<file path="src/rtl/dds_pkg.sv">
// -----------------------------------------------------------------------------
// dds_pkg
//   Width constants shared by the DDS phase accumulator and the waveform
//   lookup stage, plus the note-command record used by note producers.
//
//   Contents:
//     DDS_PLAYER_NUM   default number of simultaneous players
//     DDS_THETA_WIDTH  phase bits handed to the lookup stage
//     DDS_ACC_WIDTH    phase accumulator width
//     DDS_FTW_WIDTH    frequency tuning word width
//     DDS_PID_WIDTH    player index width for the default player count
//     pid_width()      player index width for any player count (min 1)
//     note_cmd_t       {player, on, ftw} note command at default widths
// -----------------------------------------------------------------------------
package dds_pkg;

    localparam int DDS_PLAYER_NUM  = 3;
    localparam int DDS_THETA_WIDTH = 8;
    localparam int DDS_ACC_WIDTH   = 24;
    localparam int DDS_FTW_WIDTH   = 16;

    // A single player still needs a 1-bit index so port widths stay legal.
    function automatic int pid_width(input int players);
        return (players > 1) ? $clog2(players) : 1;
    endfunction

    localparam int DDS_PID_WIDTH = pid_width(DDS_PLAYER_NUM);

    typedef struct packed {
        logic [DDS_PID_WIDTH-1:0] player;
        logic                     on;
        logic [DDS_FTW_WIDTH-1:0] ftw;
    } note_cmd_t;

endpackage

</file>
<file path="src/rtl/dds_phase_acc_if.sv">
// -----------------------------------------------------------------------------
// dds_phase_acc_if
//   Note-command handshake between a note producer (master) and the phase
//   accumulator (slave). A command transfers on a cycle where note_valid and
//   note_ready are both high; the master holds the command stable until then.
//
//   Signals:
//     note_valid   master -> slave  command valid
//     note_ready   slave  -> master command can be accepted this cycle
//     note_player  master -> slave  target player index
//     note_on      master -> slave  1 = start/retrigger, 0 = stop
//     note_ftw     master -> slave  tuning word (used only when note_on = 1)
// -----------------------------------------------------------------------------
interface dds_phase_acc_if
    import dds_pkg::*;
#(
    parameter int PID_WIDTH = DDS_PID_WIDTH,
    parameter int FTW_WIDTH = DDS_FTW_WIDTH
);

    logic                 note_valid;
    logic                 note_ready;
    logic [PID_WIDTH-1:0] note_player;
    logic                 note_on;
    logic [FTW_WIDTH-1:0] note_ftw;

    modport master (
        output note_valid,
        output note_player,
        output note_on,
        output note_ftw,
        input  note_ready
    );

    modport slave (
        input  note_valid,
        input  note_player,
        input  note_on,
        input  note_ftw,
        output note_ready
    );

endinterface

</file>
<file path="src/rtl/dds_phase_acc_sample_tick_gen.sv">
// -----------------------------------------------------------------------------
// sample_tick_gen
//   Free-running sample-rate divider. Counts 0..SAMPLE_DIV-1 and wraps.
//
//   Ports:
//     clk            in   system clock
//     rst_n          in   asynchronous active-low reset
//     sample_tick_o  out  registered one-cycle pulse, high in the cycle after
//                         the divider sits at SAMPLE_DIV-1
//     blocked_o      out  high while the divider sits at SAMPLE_DIV-1; this is
//                         the accumulate cycle, during which commands stall
// -----------------------------------------------------------------------------
module sample_tick_gen #(
    parameter int SAMPLE_DIV = 1024
) (
    input  logic clk,
    input  logic rst_n,
    output logic sample_tick_o,
    output logic blocked_o
);

    localparam int DIV_W = (SAMPLE_DIV > 1) ? $clog2(SAMPLE_DIV) : 1;
    localparam logic [DIV_W-1:0] DIV_LAST = DIV_W'(SAMPLE_DIV - 1);

    logic [DIV_W-1:0] div_q, div_d;
    logic             tick_q, tick_d;
    logic             at_last;

    assign at_last = (div_q == DIV_LAST);

    always_comb begin
        div_d  = at_last ? '0 : div_q + 1'b1;
        // The pulse lands exactly when the accumulators show their new value.
        tick_d = at_last;
    end

    always_ff @(posedge clk or negedge rst_n) begin
        if (!rst_n) begin
            div_q  <= '0;
            tick_q <= 1'b0;
        end else begin
            div_q  <= div_d;
            tick_q <= tick_d;
        end
    end

    assign sample_tick_o = tick_q;
    assign blocked_o     = at_last;

endmodule

</file>
<file path="src/rtl/dds_phase_acc.sv">
// -----------------------------------------------------------------------------
// dds_phase_acc
//   Per-player phase accumulator feeding the DDS waveform lookup stage.
//   Each player owns a tuning word and an accumulator. On every sample tick
//   each active accumulator advances by its zero-extended tuning word
//   (modulo 2^ACC_WIDTH); the top THETA_WIDTH bits are that player's theta.
//
//   Ports:
//     clk            in   system clock
//     rst_n          in   asynchronous active-low reset
//     note_if        slave note-command handshake (valid/ready/player/on/ftw)
//     sample_tick_o  out  one-cycle pulse; theta_o shows the updated phase
//     active_o       out  bit i = player i sounding
//     theta_o        out  player i phase at [THETA_WIDTH*i +: THETA_WIDTH]
//
//   Commands are refused only in the accumulate cycle, so a command and an
//   accumulation never touch the same player state in one cycle. A command
//   addressed to a nonexistent player completes the handshake and is ignored.
// -----------------------------------------------------------------------------
module dds_phase_acc
    import dds_pkg::*;
#(
    parameter int PLAYER_NUM  = DDS_PLAYER_NUM,
    parameter int THETA_WIDTH = DDS_THETA_WIDTH,
    parameter int ACC_WIDTH   = DDS_ACC_WIDTH,   // must be >= THETA_WIDTH
    parameter int FTW_WIDTH   = DDS_FTW_WIDTH,   // must be <= ACC_WIDTH
    parameter int SAMPLE_DIV  = 1024,            // must be >= 2
    parameter int PID_WIDTH   = pid_width(PLAYER_NUM)
) (
    input  logic                              clk,
    input  logic                              rst_n,
    dds_phase_acc_if.slave                    note_if,
    output logic                              sample_tick_o,
    output logic [PLAYER_NUM-1:0]             active_o,
    output logic [PLAYER_NUM*THETA_WIDTH-1:0] theta_o
);

    logic blocked;
    logic cmd_fire;

    sample_tick_gen #(
        .SAMPLE_DIV (SAMPLE_DIV)
    ) u_tick (
        .clk           (clk),
        .rst_n         (rst_n),
        .sample_tick_o (sample_tick_o),
        .blocked_o     (blocked)
    );

    // Ready is purely a function of the divider, never of note_valid.
    assign note_if.note_ready = ~blocked;
    assign cmd_fire           = note_if.note_valid & ~blocked;

    for (genvar i = 0; i < PLAYER_NUM; i++) begin : g_player
        logic [ACC_WIDTH-1:0] acc_q, acc_d;
        logic [FTW_WIDTH-1:0] ftw_q, ftw_d;
        logic                 active_q, active_d;
        logic                 hit;

        // Out-of-range indices never match any player, so they fall through.
        assign hit = cmd_fire && (note_if.note_player == PID_WIDTH'(i));

        always_comb begin
            acc_d    = acc_q;
            ftw_d    = ftw_q;
            active_d = active_q;
            if (hit) begin
                // Start, retrigger and stop all restart phase from zero;
                // a stop keeps the last tuning word.
                acc_d    = '0;
                active_d = note_if.note_on;
                if (note_if.note_on) begin
                    ftw_d = note_if.note_ftw;
                end
            end else if (blocked && active_q) begin
                acc_d = acc_q + ACC_WIDTH'(ftw_q);
            end
        end

        always_ff @(posedge clk or negedge rst_n) begin
            if (!rst_n) begin
                acc_q    <= '0;
                ftw_q    <= '0;
                active_q <= 1'b0;
            end else begin
                acc_q    <= acc_d;
                ftw_q    <= ftw_d;
                active_q <= active_d;
            end
        end

        assign active_o[i]                          = active_q;
        assign theta_o[THETA_WIDTH*i +: THETA_WIDTH] = acc_q[ACC_WIDTH-1 -: THETA_WIDTH];
    end

endmodule

</file>
<file path="src/flat_wrapper.sv">
// flat-port wrapper written by rule: the top's interface ports become plain ports
module dds_phase_acc_flat import dds_pkg::*;
#(
    parameter int PLAYER_NUM  = DDS_PLAYER_NUM,
    parameter int THETA_WIDTH = DDS_THETA_WIDTH,
    parameter int ACC_WIDTH   = DDS_ACC_WIDTH,                            
    parameter int FTW_WIDTH   = DDS_FTW_WIDTH,                          
    parameter int SAMPLE_DIV  = 1024,                           
    parameter int PID_WIDTH   = pid_width(PLAYER_NUM)
)
  (clk, rst_n, sample_tick_o, active_o, theta_o, note_if_note_valid, note_if_note_player, note_if_note_on, note_if_note_ftw, note_if_note_ready);
  dds_phase_acc_if #(.PID_WIDTH(PID_WIDTH), .FTW_WIDTH(FTW_WIDTH)) note_if_i ();
  input  logic clk;
  input  logic rst_n;
  output logic sample_tick_o;
  output logic [PLAYER_NUM-1:0] active_o;
  output logic [PLAYER_NUM*THETA_WIDTH-1:0] theta_o;
  input wire logic [$bits(note_if_i.note_valid)-1:0] note_if_note_valid;
  input wire logic [$bits(note_if_i.note_player)-1:0] note_if_note_player;
  input wire logic [$bits(note_if_i.note_on)-1:0] note_if_note_on;
  input wire logic [$bits(note_if_i.note_ftw)-1:0] note_if_note_ftw;
  output wire logic [$bits(note_if_i.note_ready)-1:0] note_if_note_ready;
  assign note_if_i.note_valid = note_if_note_valid;
  assign note_if_i.note_player = note_if_note_player;
  assign note_if_i.note_on = note_if_note_on;
  assign note_if_i.note_ftw = note_if_note_ftw;
  assign note_if_note_ready = note_if_i.note_ready;
  dds_phase_acc #(.PLAYER_NUM(PLAYER_NUM), .THETA_WIDTH(THETA_WIDTH), .ACC_WIDTH(ACC_WIDTH), .FTW_WIDTH(FTW_WIDTH), .SAMPLE_DIV(SAMPLE_DIV), .PID_WIDTH(PID_WIDTH)) u_core (.clk(clk), .rst_n(rst_n), .note_if(note_if_i), .sample_tick_o(sample_tick_o), .active_o(active_o), .theta_o(theta_o));
endmodule
</file>
<file path="config.mk">
export PLATFORM = sky130hd
export DESIGN_NAME = dds_phase_acc_flat
export DESIGN_NICKNAME = d
export VERILOG_FILES = /design/src/rtl/dds_pkg.sv /design/src/rtl/dds_phase_acc_if.sv /design/src/rtl/dds_phase_acc_sample_tick_gen.sv /design/src/rtl/dds_phase_acc.sv /design/src/flat_wrapper.sv
export SDC_FILE = /design/constraint.sdc
export NUM_CORES = 1
export LEC_CHECK = 0
export CELL_PAD_IN_SITES_DETAIL_PLACEMENT = 1
export CELL_PAD_IN_SITES_GLOBAL_PLACEMENT = 2
export CORE_MARGIN = 2
export CORE_UTILIZATION = 25
export CTS_CLUSTER_SIZE = 30
export DETAILED_ROUTE_END_ITERATION = 7
export DONT_BUFFER_PORTS = 1
export PLACE_DENSITY = 0.58
export SYNTH_ARGS = -nofsm -noshare
export SYNTH_HDL_FRONTEND = slang
export SYNTH_SLANG_ARGS = --single-unit
export TNS_END_PERCENT = 10
</file>
<file path="constraint.sdc">
create_clock -name clk -period 3.5 [get_ports clk]
set_clock_uncertainty 0.15 [all_clocks]
set_input_delay 0.7 -clock clk [delete_from_list [all_inputs] [get_ports clk]]
set_output_delay 0.7 -clock clk [all_outputs]
set_load 0.1 [all_outputs]
</file>
==> results of run 1 <==
## final cells by class
class / count / share of cell area [%]
multi-input cells: 591 / 46.57
flip-flops and latches: 134 / 37.83
well taps: 396 / 5.590
clock buffers: 17 / 4.800
repair buffers: 31 / 2.626
clock inverters: 15 / 1.821
inverters: 18 / 0.7623
## worst min-delay path by stage
stage                from                      endpoint  depth (start not counted)
floorplan           rst_n   u_core.g_player[0].acc_q[0]                          0
global placement    rst_n  u_core.g_player[0].acc_q[18]                          0
detailed placement  rst_n  u_core.g_player[0].acc_q[18]                          0
finish              rst_n  u_core.g_player[0].acc_q[20]                          0
CTS                 rst_n  u_core.g_player[1].acc_q[20]                          0
global route        rst_n  u_core.g_player[0].acc_q[20]                          0
## Yosys cell counts, types with 5 or more instances
library cell	instances	share of area, %
dfrtp_1	134	43
nand2_1	72	3.4
o21ai_0	62	3.9
nor2_1	58	2.8
a21oi_1	53	3.4
ha_1	49	7.8
nand3_1	49	3.1
mux2_2	43	6.2
xor2_1	42	4.7
buf_4	28	2.7
xnor2_1	23	2.6
inv_1	18	0.86
a21o_1	14	1.3
clkbuf_1	11	0.52
nand4_1	10	0.79
nand2b_1	9	0.72
a211oi_1	6	0.57
and2_1	6	0.48
buf_2	6	0.38
nor2b_1	6	0.48
a21boi_0	5	0.48
a31oi_1	5	0.40
and3_1	5	0.40
mux2_1	5	0.72
nor3_1	5	0.32
o21a_1	5	0.48
## critical path, cell delays in order (launching register included)
cell and delay [ps]:
dfrtp_1 350, ha_1 190, inv_1 70, fa_1 420, nor2b_1 170, o2111ai_1 160
a21boi_0 280, nor2_1 130, o221ai_1 350, nand4_1 170, xor2_1 210, nor2_1 110
## metal layers
| metal | share of wire [%] | wire length [um] | vias to the layer above | track usage (%) |
|---|---|---|---|---|
| li1 | - | - | 2779 | - |
| met1 | 47 | 10120 | 2853 | 17.70 |
| met2 | 48 | 10340 | 55 | 23.25 |
| met3 | 3.2 | 691 | 22 | 3.470 |
| met4 | 1.8 | 379 | 0 | 4.228 |
| met5 | 0 | 0 | - | 0 |
## metrics by stage
stage | instance area [um^2] | utilization [%]
4_1_cts | 8864 | 28.75
3_3_place_gp | 8277 | 26.85
2_1_floorplan | 7873 | -
3_5_place_dp | 8277 | 26.85
5_1_grt | 8864 | 28.75
6_report | 8864 | 28.75
## cells in the final DEF, fill, tap and decap left out, drive strengths merged, types with 23 or more instances in the layout
cell,count
nand2,75
a21oi,54
dfrtp,134
mux2,48
ha,49
nand3,50
buf,31
inv,26
xnor2,23
nor2,60
xor2,42
o21ai,64
## flip-flops by register name (all words and copies together), names as in the netlist
| register | cells |
|---|---|
| u_core.g_player.ftw_q | 48 |
| u_core.u_tick.div_q | 10 |
| u_core.g_player.active_q | 3 |
| u_core.u_tick.sample_tick_o | 1 |
| u_core.g_player.acc_q | 72 |
## power by group through the flow
stage	sequential (mW)	combinational, mW	clock, mW
after floorplan	1.77	0.557	0
after global placement	1.81	0.648	0
after detailed placement	1.81	0.648	0
after CTS	1.78	0.654	1.89
after global routing	1.80	0.728	1.95
final	1.78	0.647	1.82
## cells by family (layout without fill, tap and decap cells)
group	after synthesis	after routing	share of synthesized area, %
compound gates	182	182	14.35
fa+ha+maj	52	52	8.551
mux	50	50	7.120
flops	134	134	42.59
xor+xnor	65	65	7.231
simple gates	242	242	15.11
buf+inv	67	81	5.038
==> flow_summary.json, run 1 <==
{
  "drive_above_1_share_pct": 15.88,
  "rows": 64,
  "syn_area_mm2": 0.007873,
  "syn_inst": 792,
  "place.gp.congestion": 0.7164,
  "cts_htree_levels": 4,
  "cts_buffer_depth": 2,
  "synth_cell_type_count": 62,
  "clk_latency_ps": 440,
  "cts_buffers": 17,
  "register_area_mm2": 0.003353,
  "core_mm2": 0.03083,
  "p_per_area_mw_per_mm2": 479.0,
  "worst-r2r-setup-slack_ps": 680,
  "grt_max_degree": 135,
  "drt-total-wl_mm": 21.52,
  "status": "finished with violations",
  "arrival_ps": 3030,
  "cts_tree": "done",
  "multi_input_area_mm2": 0.004128,
  "numPlacedInstances": 1170,
  "critPathKind": "register to register",
  "drtAntennaViolNets": 0,
  "cts-root-buf": "clkbuf_16",
  "vias_per_cell": 4.750,
  "hpwl_mm": 15.52,
  "finalSetupTns_ps": 0,
  "p_seq_share_pct": 41.9,
  "yosys_warnings": 0,
  "place_ws_ps": 649.6,
  "grt_pass1_vias": 6223,
  "cts_setup_buffers": 0,
  "worst_pin_slew_ps": 1010,
  "overflow": 0,
  "relSlewSlack_pct": 32.69,
  "fin_hold_ws_ps": -184.5,
  "p_comb_share_pct": 15.2,
  "clock_power_share_pct": 42.8,
  "cts_resized": 0,
  "hp-class": "input port to async pin",
  "dieHeight_um": 181.5,
  "fin_crit_sh_pct": 80.70,
  "rsz0062_at_grt": "no",
  "io_buffer_count": 0,
  "slew_violations": 0,
  "ys.flop_type": "dfrtp_1",
  "hold_violations": 134,
  "layout.nets": 867,
  "cts.sinks": 134,
  "critical_path.startpoint": "u_core.g_player[0].ftw_q[0]",
  "first_pass_iters": 4,
  "critPathLaunchType": "register",
  "clk_pin_slew_ps": 60,
  "synth_edf_count": 0,
  "instances_no_fill": 1202,
  "num_io_pins": 51,
  "drt_iter0_drc": 200,
  "synth_async_sr_flop_share_pct": 100.0,
  "synth_area_per_cell_um2": 9.940,
  "grt_use_total_pct": 13.90,
  "worstSetupEndpointType": "register",
  "finalSetupViolations": 0,
  "post-route-drc-count": 0,
  "p_int_mw": 2.972,
  "switching_share_pct": 29.99,
  "cp_data_required_time_ps": 3710,
  "r2r_end": "u_core.g_player[0].acc_q[22]",
  "ir_worst_vdd_v": 0.0003081,
  "fp.dieW_um": 181.5,
  "synth_seq_cells": 134,
  "endpoint": "u_core.g_player[0].acc_q[22]",
  "vias": 5709,
  "crit_fanout": 4,
  "fmax_ghz": 0.3540,
  "reg2reg_from": "u_core.g_player[0].ftw_q[0]",
  "wl_per_cell_um": 17.91,
  "initial_core_util_pct": 25.54,
  "antenna_found_initial": 0,
  "power_switching_mw": 1.273,
  "ff2ff_path_depth": 11,
  "dieArea_mm2": 0.03293,
  "ys_seq_area_share_pct": 42.59,
  "violations": "negative hold slack",
  "syn_to_final_growth_pct": 12.59,
  "setup_slack_ps": 675.5,
  "maxCapViolations": 0,
  "fillers": 3479,
  "grt_pass1_wl_mm": 35.36,
  "p_leak_nw": 4.003,
  "antenna_cells": 0,
  "synth_nets": 866,
  "power.total_mw": 4.245,
  "final.min_clock_period_ps": 2824
}
(Power assumes the default switching activity.)
==> inputs of run 2 (changes only) <==
==> constraint.sdc (replaced) <==
create_clock -name clk -period 2.8 [get_ports clk]
set_clock_uncertainty 0.15 [all_clocks]
set_input_delay 0.56 -clock clk [delete_from_list [all_inputs] [get_ports clk]]
set_output_delay 0.56 -clock clk [all_outputs]
set_load 0.1 [all_outputs]
==> run 2 against run 1 <==
  * The run still ends with negative hold slack left
  * First-iteration DRC count down 2.0%
  * Highest routed layer unchanged
  * Die area unchanged
  * Sequential power up 25%
  * Non-clock buffer count up 12
  * Clock power up 25%
  * Critical endpoint is now u_core.g_player[2].acc_q[22]
  * Hold slack worse by 140 ps
  * Fmax up 4.8%
==> flow_summary.json, run 2 (synthesis gave the netlist of run 1 again) <==
{
  "status": "finished with violations",
  "violations": "negative hold slack",
  "vias_per_cell": 4.692,
  "drt_iter0_drc": 196,
  "critPathLaunchType": "register",
  "overflow": 0,
  "fin_crit_sh_pct": 96.26,
  "cp_data_required_time_ps": 3020,
  "place.gp.congestion": 0.7552,
  "vias": 5701,
  "relSlewSlack_pct": 34.37,
  "drt-total-wl_mm": 21.34,
  "syn_to_final_growth_pct": 14.59,
  "rows": 64,
  "worst_pin_slew_ps": 984.5,
  "cts-root-buf": "clkbuf_16",
  "fmax_ghz": 0.3710,
  "regMostFlops": "u_core.g_player.acc_q",
  "grt_max_degree": 135,
  "cts_buffer_depth": 2,
  "post-route-drc-count": 0,
  "cts_tree": "done",
  "grt_pass1_vias": 6083,
  "initial_core_util_pct": 25.54,
  "layout_common_cells": "dfrtp_1 (134), nand2_1 (72), o21ai_0 (62)",
  "rsz0062_at_grt": "yes",
  "dieArea_mm2": 0.03293,
  "hpwl_mm": 15.24,
  "grt_use_total_pct": 13.74,
  "clk_latency_ps": 440,
  "largest_reg_flops": 72,
  "power.total_mw": 5.318,
  "hp-class": "input port to async pin",
  "maxCapViolations": 0,
  "fin_hold_ws_ps": -324.7,
  "first_pass_iters": 4,
  "slew_violations": 0,
  "ir_worst_vdd_v": 0.0004930,
  "num_io_pins": 51,
  "cts.sinks": 134,
  "p_per_area_mw_per_mm2": 589.5,
  "io_buffer_count": 0,
  "reg.largest.list": "u_core.g_player.acc_q: 72 flops, u_core.g_player.ftw_q: 48 flops, u_core.u_tick.div_q: 10 flops",
  "drive_above_1_share_pct": 17.97,
  "place_ws_ps": 42.10,
  "core_mm2": 0.03083,
  "grt_pass1_wl_mm": 34.94,
  "final.min_clock_period_ps": 2695,
  "antenna_found_initial": 3,
  "fin_area_mm2": 0.009021,
  "placed_cell_area_mm2": 0.008364,
  "setup_slack_ps": 104.8,
  "layout.nets": 879,
  "finalSetupViolations": 0,
  "worstSetupEndpointType": "register",
  "cts_buffers": 17,
  "arrival_ps": 2920,
  "layout_commonest_cell": "dfrtp_1",
  "hold_violations": 134,
  "critPathKind": "register to register",
  "crit_fanout": 3,
  "fp.dieW_um": 181.5,
  "cts_htree_levels": 4,
  "clk_pin_slew_ps": 70,
  "dieHeight_um": 181.5,
  "wl_per_cell_um": 17.56,
  "p_leak_nw": 4.111,
  "drtAntennaViolNets": 0
}
==> run 2: cell count changes in the layout (fill, tap and decap cells not counted), sizes merged <==
cell,delta
diode,+1
inv,+1
buf,+12
clkinv,+1
clkinvlp,-2
==> run 2: what timing repair did <==
action,4_1_cts,5_1_grt
gates resized for setup,0,11
endpoints found under the hold margin,134,134
setup endpoints to repair,0,10
setup buffers,0,1
==> run 2: routing by layer <==
layer / GRT usage (%) / up-vias / wire length [um]
met5: 0 / - / 0
met4: 4.098 / 0 / 254
met3: 2.848 / 14 / 623
met2: 22.82 / 43 / 10400
met1: 18.02 / 2834 / 10070
li1: - / 2810 / -
==> run 2: area by class of cell <==
| class | count | area, um^2 |
|---|---|---|
| Clock inverter | 15 | 158.9 |
| Fill cell | 3479 | 21810 |
| Tap cell | 396 | 495.5 |
| Inverter | 18 | 67.56 |
| Sequential cell | 134 | 3353 |
| Clock buffer | 17 | 425.4 |
| Antenna cell | 1 | 2.502 |
| Multi-Input combinational cell | 591 | 4195 |
| Timing Repair Buffer | 43 | 322.8 |
==> run 2: final timing paths <==
| kind | start | end | slack [ps] | cells after the start |
|---|---|---|---|---|
| min in group clk | note_if_note_ftw[14] | u_core.g_player[2].ftw_q[14] | 100 | 1 |
| max in group asynchronous | rst_n | u_core.g_player[2].acc_q[23] | 2560 | 0 |
| worst min-delay path | rst_n | u_core.g_player[0].acc_q[23] | -320 | 0 |
| worst max register to register | u_core.g_player[2].ftw_q[0] | u_core.g_player[2].acc_q[22] | 100 | 11 |
| worst max-delay path | u_core.g_player[2].ftw_q[0] | u_core.g_player[2].acc_q[22] | 100 | 11 |
| worst min register to register | u_core.g_player[0].acc_q[10] | u_core.g_player[0].acc_q[10] | 330 | 2 |
==> run 2: metrics by stage <==
stage	util [%]	cells	setup TNS, ps
floorplan	-	792	0
finish	29.26	1215	0
CTS	29.03	1213	0
global route	29.25	1214	-34.77
detailed placement	27.13	1181	0
global placement	27.13	1181	0
==> run 2: report_power, final <==
| group | switching, mW | total [mW] | internal [mW] | leakage, nW |
|---|---|---|---|---|
| sequential | 0.119 | 2.22 | 2.10 | 1.75 |
| clock | 1.02 | 2.28 | 1.26 | 0.291 |
| combinational | 0.461 | 0.817 | 0.356 | 2.07 |
==> run 2: critical path: stages (launching register included) <==
cell      delay, ps
dfrtp_1         370
ha_2            180
inv_1            50
fa_2            340
nand2b_4        160
a21oi_4         160
nor2b_2          70
o31ai_2         210
nand2_1          90
a311o_1         360
or3_4           340
a21oi_2         130
==> inputs of run 3 (changes only) <==
--- a/config.mk
+++ b/config.mk
@@ -13,6 +13,7 @@
 export DETAILED_ROUTE_END_ITERATION = 7
 export DONT_BUFFER_PORTS = 1
 export PLACE_DENSITY = 0.58
+export SLEW_MARGIN = 20
 export SYNTH_ARGS = -nofsm -noshare
 export SYNTH_HDL_FRONTEND = slang
 export SYNTH_SLANG_ARGS = --single-unit
==> results of run 3 <==
No change in the layout: final DEF, timing and power equal those of run 2.
